[config.mk]
export PLATFORM = sky130hd
export DESIGN_NAME = div_iter_flat
export DESIGN_NICKNAME = d
export VERILOG_FILES = /design/src/rtl/div_iter_pkg.sv /design/src/rtl/div_iter_if.sv /design/src/rtl/dff_rst.sv /design/src/rtl/div_iter_step.sv /design/src/rtl/div_iter.sv /design/src/flat_wrapper.sv
export SDC_FILE = /design/constraint.sdc
export NUM_CORES = 1
export LEC_CHECK = 0
export CORE_MARGIN = 4
export CORE_UTILIZATION = 55
export CTS_CLUSTER_DIAMETER = 80
export DETAILED_ROUTE_END_ITERATION = 8
export HOLD_SLACK_MARGIN = 0.03
export PLACE_DENSITY_LB_ADDON = 0.05
export SLEW_MARGIN = 20
export SYNTH_ARGS = -nofsm -noshare
export SYNTH_HDL_FRONTEND = slang
export SYNTH_SLANG_ARGS = --single-unit
[constraint.sdc]
create_clock -name clk -period 4.3 [get_ports clk]
set_input_delay 0.86 -clock clk [delete_from_list [all_inputs] [get_ports clk]]
set_output_delay 0.86 -clock clk [all_outputs]
set_load 0.03 [all_outputs]
[src/rtl/div_iter_pkg.sv]
// Shared types and helpers for the iterative integer divider.
// Purely declarative: no logic, no latency, no backpressure.
// Op encoding matches the dispatch div_op field.
package div_iter_pkg;

    localparam int XLEN_DEFAULT = 32;

    typedef enum logic [1:0] {
        OP_DIV  = 2'b00,
        OP_DIVU = 2'b01,
        OP_REM  = 2'b10,
        OP_REMU = 2'b11
    } div_op_t;

    typedef enum logic [2:0] {
        ST_IDLE    = 3'd0,
        ST_CALC    = 3'd1,
        ST_FIXUP   = 3'd2,
        ST_SPECIAL = 3'd3,
        ST_DONE    = 3'd4
    } div_state_t;

    function automatic logic op_is_signed(div_op_t op);
        return (op == OP_DIV) || (op == OP_REM);
    endfunction

    function automatic logic op_is_rem(div_op_t op);
        return (op == OP_REM) || (op == OP_REMU);
    endfunction

endpackage

[src/rtl/div_iter_if.sv]
// Dispatch request / writeback bundle between IDU1, the divider and the EXU writeback.
// Wires only: no latency; the request side is a valid/ready handshake.
// slave = divider side, master = dispatch/writeback side.
interface div_iter_if #(
    parameter int XLEN = 32
);
    logic            div_valid;
    logic            div_ready;
    logic [1:0]      div_op;
    logic [XLEN-1:0] rs1_data;
    logic [XLEN-1:0] rs2_data;
    logic [4:0]      rd_addr;
    logic [XLEN-1:0] instr_tag_in;
    logic [31:0]     instr_in;
    logic            flush;
    logic            div_busy;
    logic [XLEN-1:0] div_wb_data;
    logic [4:0]      div_wb_rd_addr;
    logic            div_wb_rd_wr_en;
    logic [XLEN-1:0] instr_tag_out;
    logic [31:0]     instr_out;

    modport slave (
        input  div_valid, div_op, rs1_data, rs2_data, rd_addr,
               instr_tag_in, instr_in, flush,
        output div_ready, div_busy, div_wb_data, div_wb_rd_addr,
               div_wb_rd_wr_en, instr_tag_out, instr_out
    );

    modport master (
        output div_valid, div_op, rs1_data, rs2_data, rd_addr,
               instr_tag_in, instr_in, flush,
        input  div_ready, div_busy, div_wb_data, div_wb_rd_addr,
               div_wb_rd_wr_en, instr_tag_out, instr_out
    );
endinterface

[src/rtl/dff_rst.sv]
// Generic register with asynchronous active-low reset to RST_VAL.
// Latency: one clock edge.
// No backpressure: loads d on every edge.
module dff_rst #(
    parameter int           W       = 1,
    parameter logic [W-1:0] RST_VAL = '0
) (
    input  logic         clk,
    input  logic         rst_n,
    input  logic [W-1:0] d,
    output logic [W-1:0] q
);
    always_ff @(posedge clk or negedge rst_n) begin
        if (!rst_n) q <= RST_VAL;
        else        q <= d;
    end
endmodule

[src/rtl/div_iter_step.sv]
// One restoring-division step: shift in the next dividend bit, trial-subtract the divisor.
// Purely combinational; no backpressure.
// The extra top bit of the shifted remainder makes the borrow the sign of the difference.
module div_iter_step #(
    parameter int XLEN = 32
) (
    input  logic [XLEN:0]   rem_in,
    input  logic [XLEN-1:0] divisor,
    input  logic            bit_in,
    output logic [XLEN:0]   rem_out,
    output logic            q_bit
);
    logic [XLEN+1:0] rem_sh;
    logic [XLEN+1:0] diff;

    assign rem_sh  = {rem_in, bit_in};
    assign diff    = rem_sh - {2'b00, divisor};
    assign q_bit   = ~diff[XLEN+1];
    assign rem_out = q_bit ? diff[XLEN:0] : rem_sh[XLEN:0];
endmodule

[src/rtl/div_iter.sv]
// Iterative RV32M/RV64M DIV/DIVU/REM/REMU unit, BITS_PER_CYCLE quotient bits per cycle.
// Latency: NUM_ITER+2 cycles after accept (2 for divide-by-zero / signed overflow).
// Backpressure: div_ready only in IDLE; flush kills the op and gates a same-cycle strobe.
module div_iter
    import div_iter_pkg::*;
#(
    parameter int XLEN           = XLEN_DEFAULT,
    parameter int BITS_PER_CYCLE = 1
) (
    input  logic     clk,
    input  logic     rst_n,
    div_iter_if.slave div
);
    localparam int NUM_ITER = XLEN / BITS_PER_CYCLE;
    localparam int CW       = $clog2(NUM_ITER);
    localparam logic [CW-1:0]   LAST_ITER = CW'(NUM_ITER - 1);
    localparam logic [XLEN-1:0] MIN_INT   = {1'b1, {(XLEN-1){1'b0}}};

    // dvd holds the dividend on entry and accumulates quotient bits from the bottom.
    typedef struct packed {
        div_op_t         op;
        logic [4:0]      rd;
        logic [XLEN-1:0] tag;
        logic [31:0]     instr;
        logic [XLEN-1:0] dvd;
        logic [XLEN-1:0] dvs;
        logic [XLEN:0]   rem;
        logic            q_neg;
        logic            r_neg;
        logic [CW-1:0]   cnt;
    } dp_t;

    typedef struct packed {
        logic [XLEN-1:0] data;
        logic [4:0]      rd;
        logic [XLEN-1:0] tag;
        logic [31:0]     instr;
    } wb_t;

    div_state_t state_q, state_d;
    logic [2:0] state_raw;
    dp_t        dp_q, dp_d;
    wb_t        wb_q, wb_d;

    dff_rst #(.W(3))           u_state (.clk(clk), .rst_n(rst_n), .d(state_d), .q(state_raw));
    dff_rst #(.W($bits(dp_t))) u_dp    (.clk(clk), .rst_n(rst_n), .d(dp_d),    .q(dp_q));
    dff_rst #(.W($bits(wb_t))) u_wb    (.clk(clk), .rst_n(rst_n), .d(wb_d),    .q(wb_q));

    assign state_q = div_state_t'(state_raw);

    logic [BITS_PER_CYCLE-1:0] q_bits;

    for (genvar g = 0; g < BITS_PER_CYCLE; g++) begin : g_step
        logic [XLEN:0] rem_i;
        logic [XLEN:0] rem_o;
        if (g == 0) begin : g_first
            assign rem_i = dp_q.rem;
        end else begin : g_next
            assign rem_i = g_step[g-1].rem_o;
        end
        div_iter_step #(.XLEN(XLEN)) u_step (
            .rem_in  (rem_i),
            .divisor (dp_q.dvs),
            .bit_in  (dp_q.dvd[XLEN-1-g]),
            .rem_out (rem_o),
            .q_bit   (q_bits[BITS_PER_CYCLE-1-g])
        );
    end

    logic            req_signed;
    logic            req_special;
    logic [XLEN-1:0] quot_fix;
    logic [XLEN-1:0] rem_fix;
    logic [XLEN-1:0] fix_res;
    logic [XLEN-1:0] spc_res;
    div_op_t         req_op;

    always_comb begin
        req_op      = div_op_t'(div.div_op);
        req_signed  = op_is_signed(req_op);
        req_special = (div.rs2_data == '0) ||
                      (req_signed && div.rs1_data == MIN_INT && div.rs2_data == '1);

        quot_fix = dp_q.q_neg ? -dp_q.dvd : dp_q.dvd;
        rem_fix  = dp_q.r_neg ? -dp_q.rem[XLEN-1:0] : dp_q.rem[XLEN-1:0];
        fix_res  = op_is_rem(dp_q.op) ? rem_fix : quot_fix;

        // Special ops keep the raw operands: dvs==0 means divide-by-zero, else overflow.
        if (op_is_rem(dp_q.op)) spc_res = (dp_q.dvs == '0) ? dp_q.dvd : '0;
        else                    spc_res = (dp_q.dvs == '0) ? '1 : dp_q.dvd;
    end

    always_comb begin
        state_d = state_q;
        dp_d    = dp_q;
        wb_d    = wb_q;

        case (state_q)
            ST_IDLE: begin
                if (div.div_valid && !div.flush) begin
                    dp_d.op    = req_op;
                    dp_d.rd    = div.rd_addr;
                    dp_d.tag   = div.instr_tag_in;
                    dp_d.instr = div.instr_in;
                    dp_d.rem   = '0;
                    dp_d.cnt   = '0;
                    dp_d.q_neg = req_signed & (div.rs1_data[XLEN-1] ^ div.rs2_data[XLEN-1]);
                    dp_d.r_neg = req_signed & div.rs1_data[XLEN-1];
                    if (req_special) begin
                        dp_d.dvd = div.rs1_data;
                        dp_d.dvs = div.rs2_data;
                        state_d  = ST_SPECIAL;
                    end else begin
                        dp_d.dvd = (req_signed && div.rs1_data[XLEN-1]) ? -div.rs1_data : div.rs1_data;
                        dp_d.dvs = (req_signed && div.rs2_data[XLEN-1]) ? -div.rs2_data : div.rs2_data;
                        state_d  = ST_CALC;
                    end
                end
            end
            ST_CALC: begin
                dp_d.rem = g_step[BITS_PER_CYCLE-1].rem_o;
                dp_d.dvd = {dp_q.dvd[XLEN-BITS_PER_CYCLE-1:0], q_bits};
                dp_d.cnt = dp_q.cnt + CW'(1);
                if (dp_q.cnt == LAST_ITER) state_d = ST_FIXUP;
            end
            ST_FIXUP: begin
                wb_d    = '{data: fix_res, rd: dp_q.rd, tag: dp_q.tag, instr: dp_q.instr};
                state_d = ST_DONE;
            end
            ST_SPECIAL: begin
                wb_d    = '{data: spc_res, rd: dp_q.rd, tag: dp_q.tag, instr: dp_q.instr};
                state_d = ST_DONE;
            end
            ST_DONE: begin
                state_d = ST_IDLE;
            end
            default: begin
                state_d = ST_IDLE;
            end
        endcase

        if (div.flush) begin
            state_d = ST_IDLE;
            wb_d    = wb_q;
        end
    end

    assign div.div_ready       = (state_q == ST_IDLE);
    assign div.div_busy        = (state_q != ST_IDLE);
    assign div.div_wb_data     = wb_q.data;
    assign div.div_wb_rd_addr  = wb_q.rd;
    assign div.instr_tag_out   = wb_q.tag;
    assign div.instr_out       = wb_q.instr;
    assign div.div_wb_rd_wr_en = (state_q == ST_DONE) && (wb_q.rd != 5'd0) && !div.flush;

endmodule

[src/flat_wrapper.sv]
// flat-port wrapper written by rule: the top's interface ports become plain ports
module div_iter_flat import div_iter_pkg::*;
#(
    parameter int XLEN           = XLEN_DEFAULT,
    parameter int BITS_PER_CYCLE = 1
)
  (clk, rst_n, div_div_valid, div_div_op, div_rs1_data, div_rs2_data, div_rd_addr, div_instr_tag_in, div_instr_in, div_flush, div_div_ready, div_div_busy, div_div_wb_data, div_div_wb_rd_addr, div_div_wb_rd_wr_en, div_instr_tag_out, div_instr_out);
  div_iter_if #(.XLEN(XLEN)) div_i ();
  input  logic clk;
  input  logic rst_n;
  input wire logic [$bits(div_i.div_valid)-1:0] div_div_valid;
  input wire logic [$bits(div_i.div_op)-1:0] div_div_op;
  input wire logic [$bits(div_i.rs1_data)-1:0] div_rs1_data;
  input wire logic [$bits(div_i.rs2_data)-1:0] div_rs2_data;
  input wire logic [$bits(div_i.rd_addr)-1:0] div_rd_addr;
  input wire logic [$bits(div_i.instr_tag_in)-1:0] div_instr_tag_in;
  input wire logic [$bits(div_i.instr_in)-1:0] div_instr_in;
  input wire logic [$bits(div_i.flush)-1:0] div_flush;
  output wire logic [$bits(div_i.div_ready)-1:0] div_div_ready;
  output wire logic [$bits(div_i.div_busy)-1:0] div_div_busy;
  output wire logic [$bits(div_i.div_wb_data)-1:0] div_div_wb_data;
  output wire logic [$bits(div_i.div_wb_rd_addr)-1:0] div_div_wb_rd_addr;
  output wire logic [$bits(div_i.div_wb_rd_wr_en)-1:0] div_div_wb_rd_wr_en;
  output wire logic [$bits(div_i.instr_tag_out)-1:0] div_instr_tag_out;
  output wire logic [$bits(div_i.instr_out)-1:0] div_instr_out;
  assign div_i.div_valid = div_div_valid;
  assign div_i.div_op = div_div_op;
  assign div_i.rs1_data = div_rs1_data;
  assign div_i.rs2_data = div_rs2_data;
  assign div_i.rd_addr = div_rd_addr;
  assign div_i.instr_tag_in = div_instr_tag_in;
  assign div_i.instr_in = div_instr_in;
  assign div_i.flush = div_flush;
  assign div_div_ready = div_i.div_ready;
  assign div_div_busy = div_i.div_busy;
  assign div_div_wb_data = div_i.div_wb_data;
  assign div_div_wb_rd_addr = div_i.div_wb_rd_addr;
  assign div_div_wb_rd_wr_en = div_i.div_wb_rd_wr_en;
  assign div_instr_tag_out = div_i.instr_tag_out;
  assign div_instr_out = div_i.instr_out;
  div_iter #(.XLEN(XLEN), .BITS_PER_CYCLE(BITS_PER_CYCLE)) u_core (.clk(clk), .rst_n(rst_n), .div(div_i));
endmodule
==> impl_metrics.yaml <==
yosys:
  ys_seq_elements: 278
  ys_warn_count: 0
  ys.flop_type: "dfrtp_1"
  synth_top_area_cell: "dfrtp_1"
  syn_nets: 2001
  syn_avg_cell_area_um2: 8.82
  synth.top_cell.area_share_pct: 43.3
  synthesis.area_mm2: 0.0161
  yosysUniqueCellTypes: 62
  async_reset_ff_share_pct: 100
  netlist_top_cells_area: "dfrtp_1 43%, nand2_1 8.5%, mux2_2 5.0%, o21ai_0 4.4%, xor2_1 4.0%"
  yosysSeqAreaShare_pct: 43.3
  synth.area.mux_share_pct: 5.22
  synth_compound_gate_area_share_pct: 17.9
  synth-edff-count: 0
  synthSimpleGateAreaFrac_pct: 19.2
  synthCells: 1822
  synth_xor_area_share_pct: 7.30
  synthAdderAreaFrac_pct: 3.16
  synth_top_family_by_area: "simple AND/OR/NAND/NOR gates"
clock_network:
  root_buffer: "clkbuf_16"
  cts_buffers: 31
  clk_latency_ps: 570
  cts.htree.levels: 1
  clk_pin_slew_ps: 60
  cts_tree: "built"
  cts_sinks: 278
  hold_buffers: 0
  cts_max_path_buffers: 3
  post_cts_buffers: 0
  cts_resized: 0
route:
  routed_via_density: 5.85
  via_count: 14200
  first_pass_iters: 5
  antenna_left: 0
  drc: 0
  routedWlPerCell_um: 18.1
  drt-total-wl_mm: 43.8
  drt-initial-drc-count: 1210
setup_path:
  cp-end-kind: "flop"
  crit_required_ps: 4720
  critPathArrivalTime_ps: 4210
  crit_start: "div_rs2_data[6]"
  critical_path.max_stage_delay_ps: 540
  crit_chain: "clkdlybuf4s50_1 -> or4_4 -> or4_4 -> or4_4 -> or4_1 -> o21bai_4 -> or2_2 -> a21oi_1 -> xnor2_1 -> o21ai_0"
  start_kind: "input port"
  reg2reg_from: "u_core.u_dp.q[103]"
  critPathSlowestCell: "or4_4"
  critPathMaxFanout: 10
  path_buf_inv: 1
  crit_top_cell: "or4_4"
  worst-setup-path-type: "in2reg"
  crit_family: "simple AND/OR/NAND/NOR gates"
final_layout:
  layout_commonest_cell: "nand2_1"
  final_cell_mix: "362 x nand2_1, 278 x dfrtp_1, 241 x clkdlybuf4s50_1, 140 x o21ai_0, 88 x nor2_1"
  drive_gt1_share_pct: 8.78
  nFillCells: 2293
  area_delta_synth_final_pct: 23.8
  fin_util_pct: 69.1
  fin_nets: 2196
timing:
  slew_violations: 0
  max_clock_freq_mhz: 264
  tightest_slew_ps: 1090
  finalSetupTns_ps: 0
  rsz0062_at_grt: "no"
  final_hold_viol_count: 0
  finalClockSkew_ps: 14.2
  relSlewSlack_pct: 27.2
  period_minus_slack_ps: 3780
  finalCritPeriodShare_pct: 88.0
  setup_viol: 0
pwr:
  power_density_mw_per_mm2: 516
  power.total_uw: 10300
  peakVddDrop_uv: 371
  p_leak_uw: 0.00863
global_route:
  use_met3_pct: 3.40
  overflow: 0
  use_met2_pct: 42.7
  grt_pass1_vias: 13600
  grt_pass1_wl_mm: 69.6
  grtUsageMet1_pct: 38.1
  top_usage_layer: "met2"
  grt_usage_pct: 26.5
  grt_start_max_net_pins: 109
  antenna_found_initial: 2
floorplan:
  coreArea_mm2: 0.0288
  dieArea_mm2: 0.0320
  rows: 62
  die_x_um: 179
  io_pins: 243
  initial_core_util_pct: 55.8
  dieHeight_um: 179
placement:
  detailed_place_hpwl_mm: 31.1
  port_buffers: 242
  gp_congestion: 0.947
worst_hold_path:
  hold_path.class: "in2async"
run:
  drv_cap: 0
run_status:
  outcome: "finished, final reports clean"
metal layers:
| metal | routed length, um | part of all wire (%) | up-vias |
|---|---|---|---|
| met5 | 0 | 0 | - |
| met4 | 1200 | 2.7 | 0 |
| met3 | 3250 | 7.4 | 83 |
| met2 | 20200 | 46 | 510 |
| met1 | 19200 | 44 | 6709 |
| li1 | - | - | 6876 |
cells by family (layout without fill, tap and decap cells):
family	count (synthesis)	after routing
xor+xnor	134	134
fa+ha+maj	40	40
flops	278	278
compound gates	453	453
other cells	0	2
buf+inv	165	381
simple gates	677	677
mux	75	75
synth_stat cells, types with 8 or more instances:
library cell and n:
or4_1 13, o21a_1 9, o21ai_0 140, dfrtp_1 278, nand4_1 44, a21o_1 14
a211oi_1 11, nand3_1 46, ha_1 39, clkbuf_1 102, o41ai_1 17, a22oi_1 33
a31oi_1 27, o31ai_1 36, xnor2_1 60, nor4_1 16, xor2_1 74, nand2_1 362
buf_1 10, o211ai_1 52, or3_1 27, a21oi_1 74, nor2_1 89, inv_1 50
mux2_2 71, and2_1 8, nor3_1 25, nor2b_1 10
through the flow:
stage	hold slack, ps	setup WS [ps]	cells	cell area [um^2]
floorplan	440	598	1822	16100
detailed placement	457	-27.6	2368	18900
global placement	451	35.0	2368	18900
global route	314	355	2424	19900
finish	259	516	2424	19900
CTS	287	556	2422	19900
registers in the layout, summed over array words and instances, names as in the netlist:
signal            count
u_core.u_state.q      3
u_core.u_wb.q       101
u_core.u_dp.q       174
worst register-to-register path: stages (launching register included):
cell and delay, ps:
dfrtp_1 440, inv_1 120, ha_1 230, nor2b_1 150, o2111ai_1 230, a211o_1 420, a211oi_1 420, o21bai_1 180
a211oi_1 390, or3_1 180, buf_4 340, a211oi_1 150, a211o_1 300
cell type report:
class	instances	area, um^2	share of cell area, %
tap	384	480	2.41
inverter	50	188	0.943
clock buffer	40	860	4.32
timing repair buffer	277	2770	13.9
sequential	278	6960	35.0
clock inverter	14	119	0.597
multi-input combinational	1379	8530	42.8
antenna	2	5.00	0.0252
worst paths after layout:
| kind | to | slack, ps | cells past startpoint |
|---|---|---|---|
| max reg2reg | u_core.u_dp.q[7] | 630 | 12 |
| min reg2reg | u_core.u_dp.q[169] | 470 | 2 |
| max | u_core.u_dp.q[88] | 520 | 10 |
| max in group asynchronous | u_core.u_dp.q[5] | 3060 | 2 |
| min | u_core.u_wb.q[9] | 260 | 1 |
| min in group clk | u_core.u_dp.q[169] | 470 | 2 |
where the power goes:
| part | switching [uW] | internal [uW] |
|---|---|---|
| Clock | 1080 | 1470 |
| Combinational | 2280 | 1680 |
| Sequential | 685 | 3060 |
| Total | 4050 | 6210 |
Note: power is estimated with default switching activity, not from simulation.
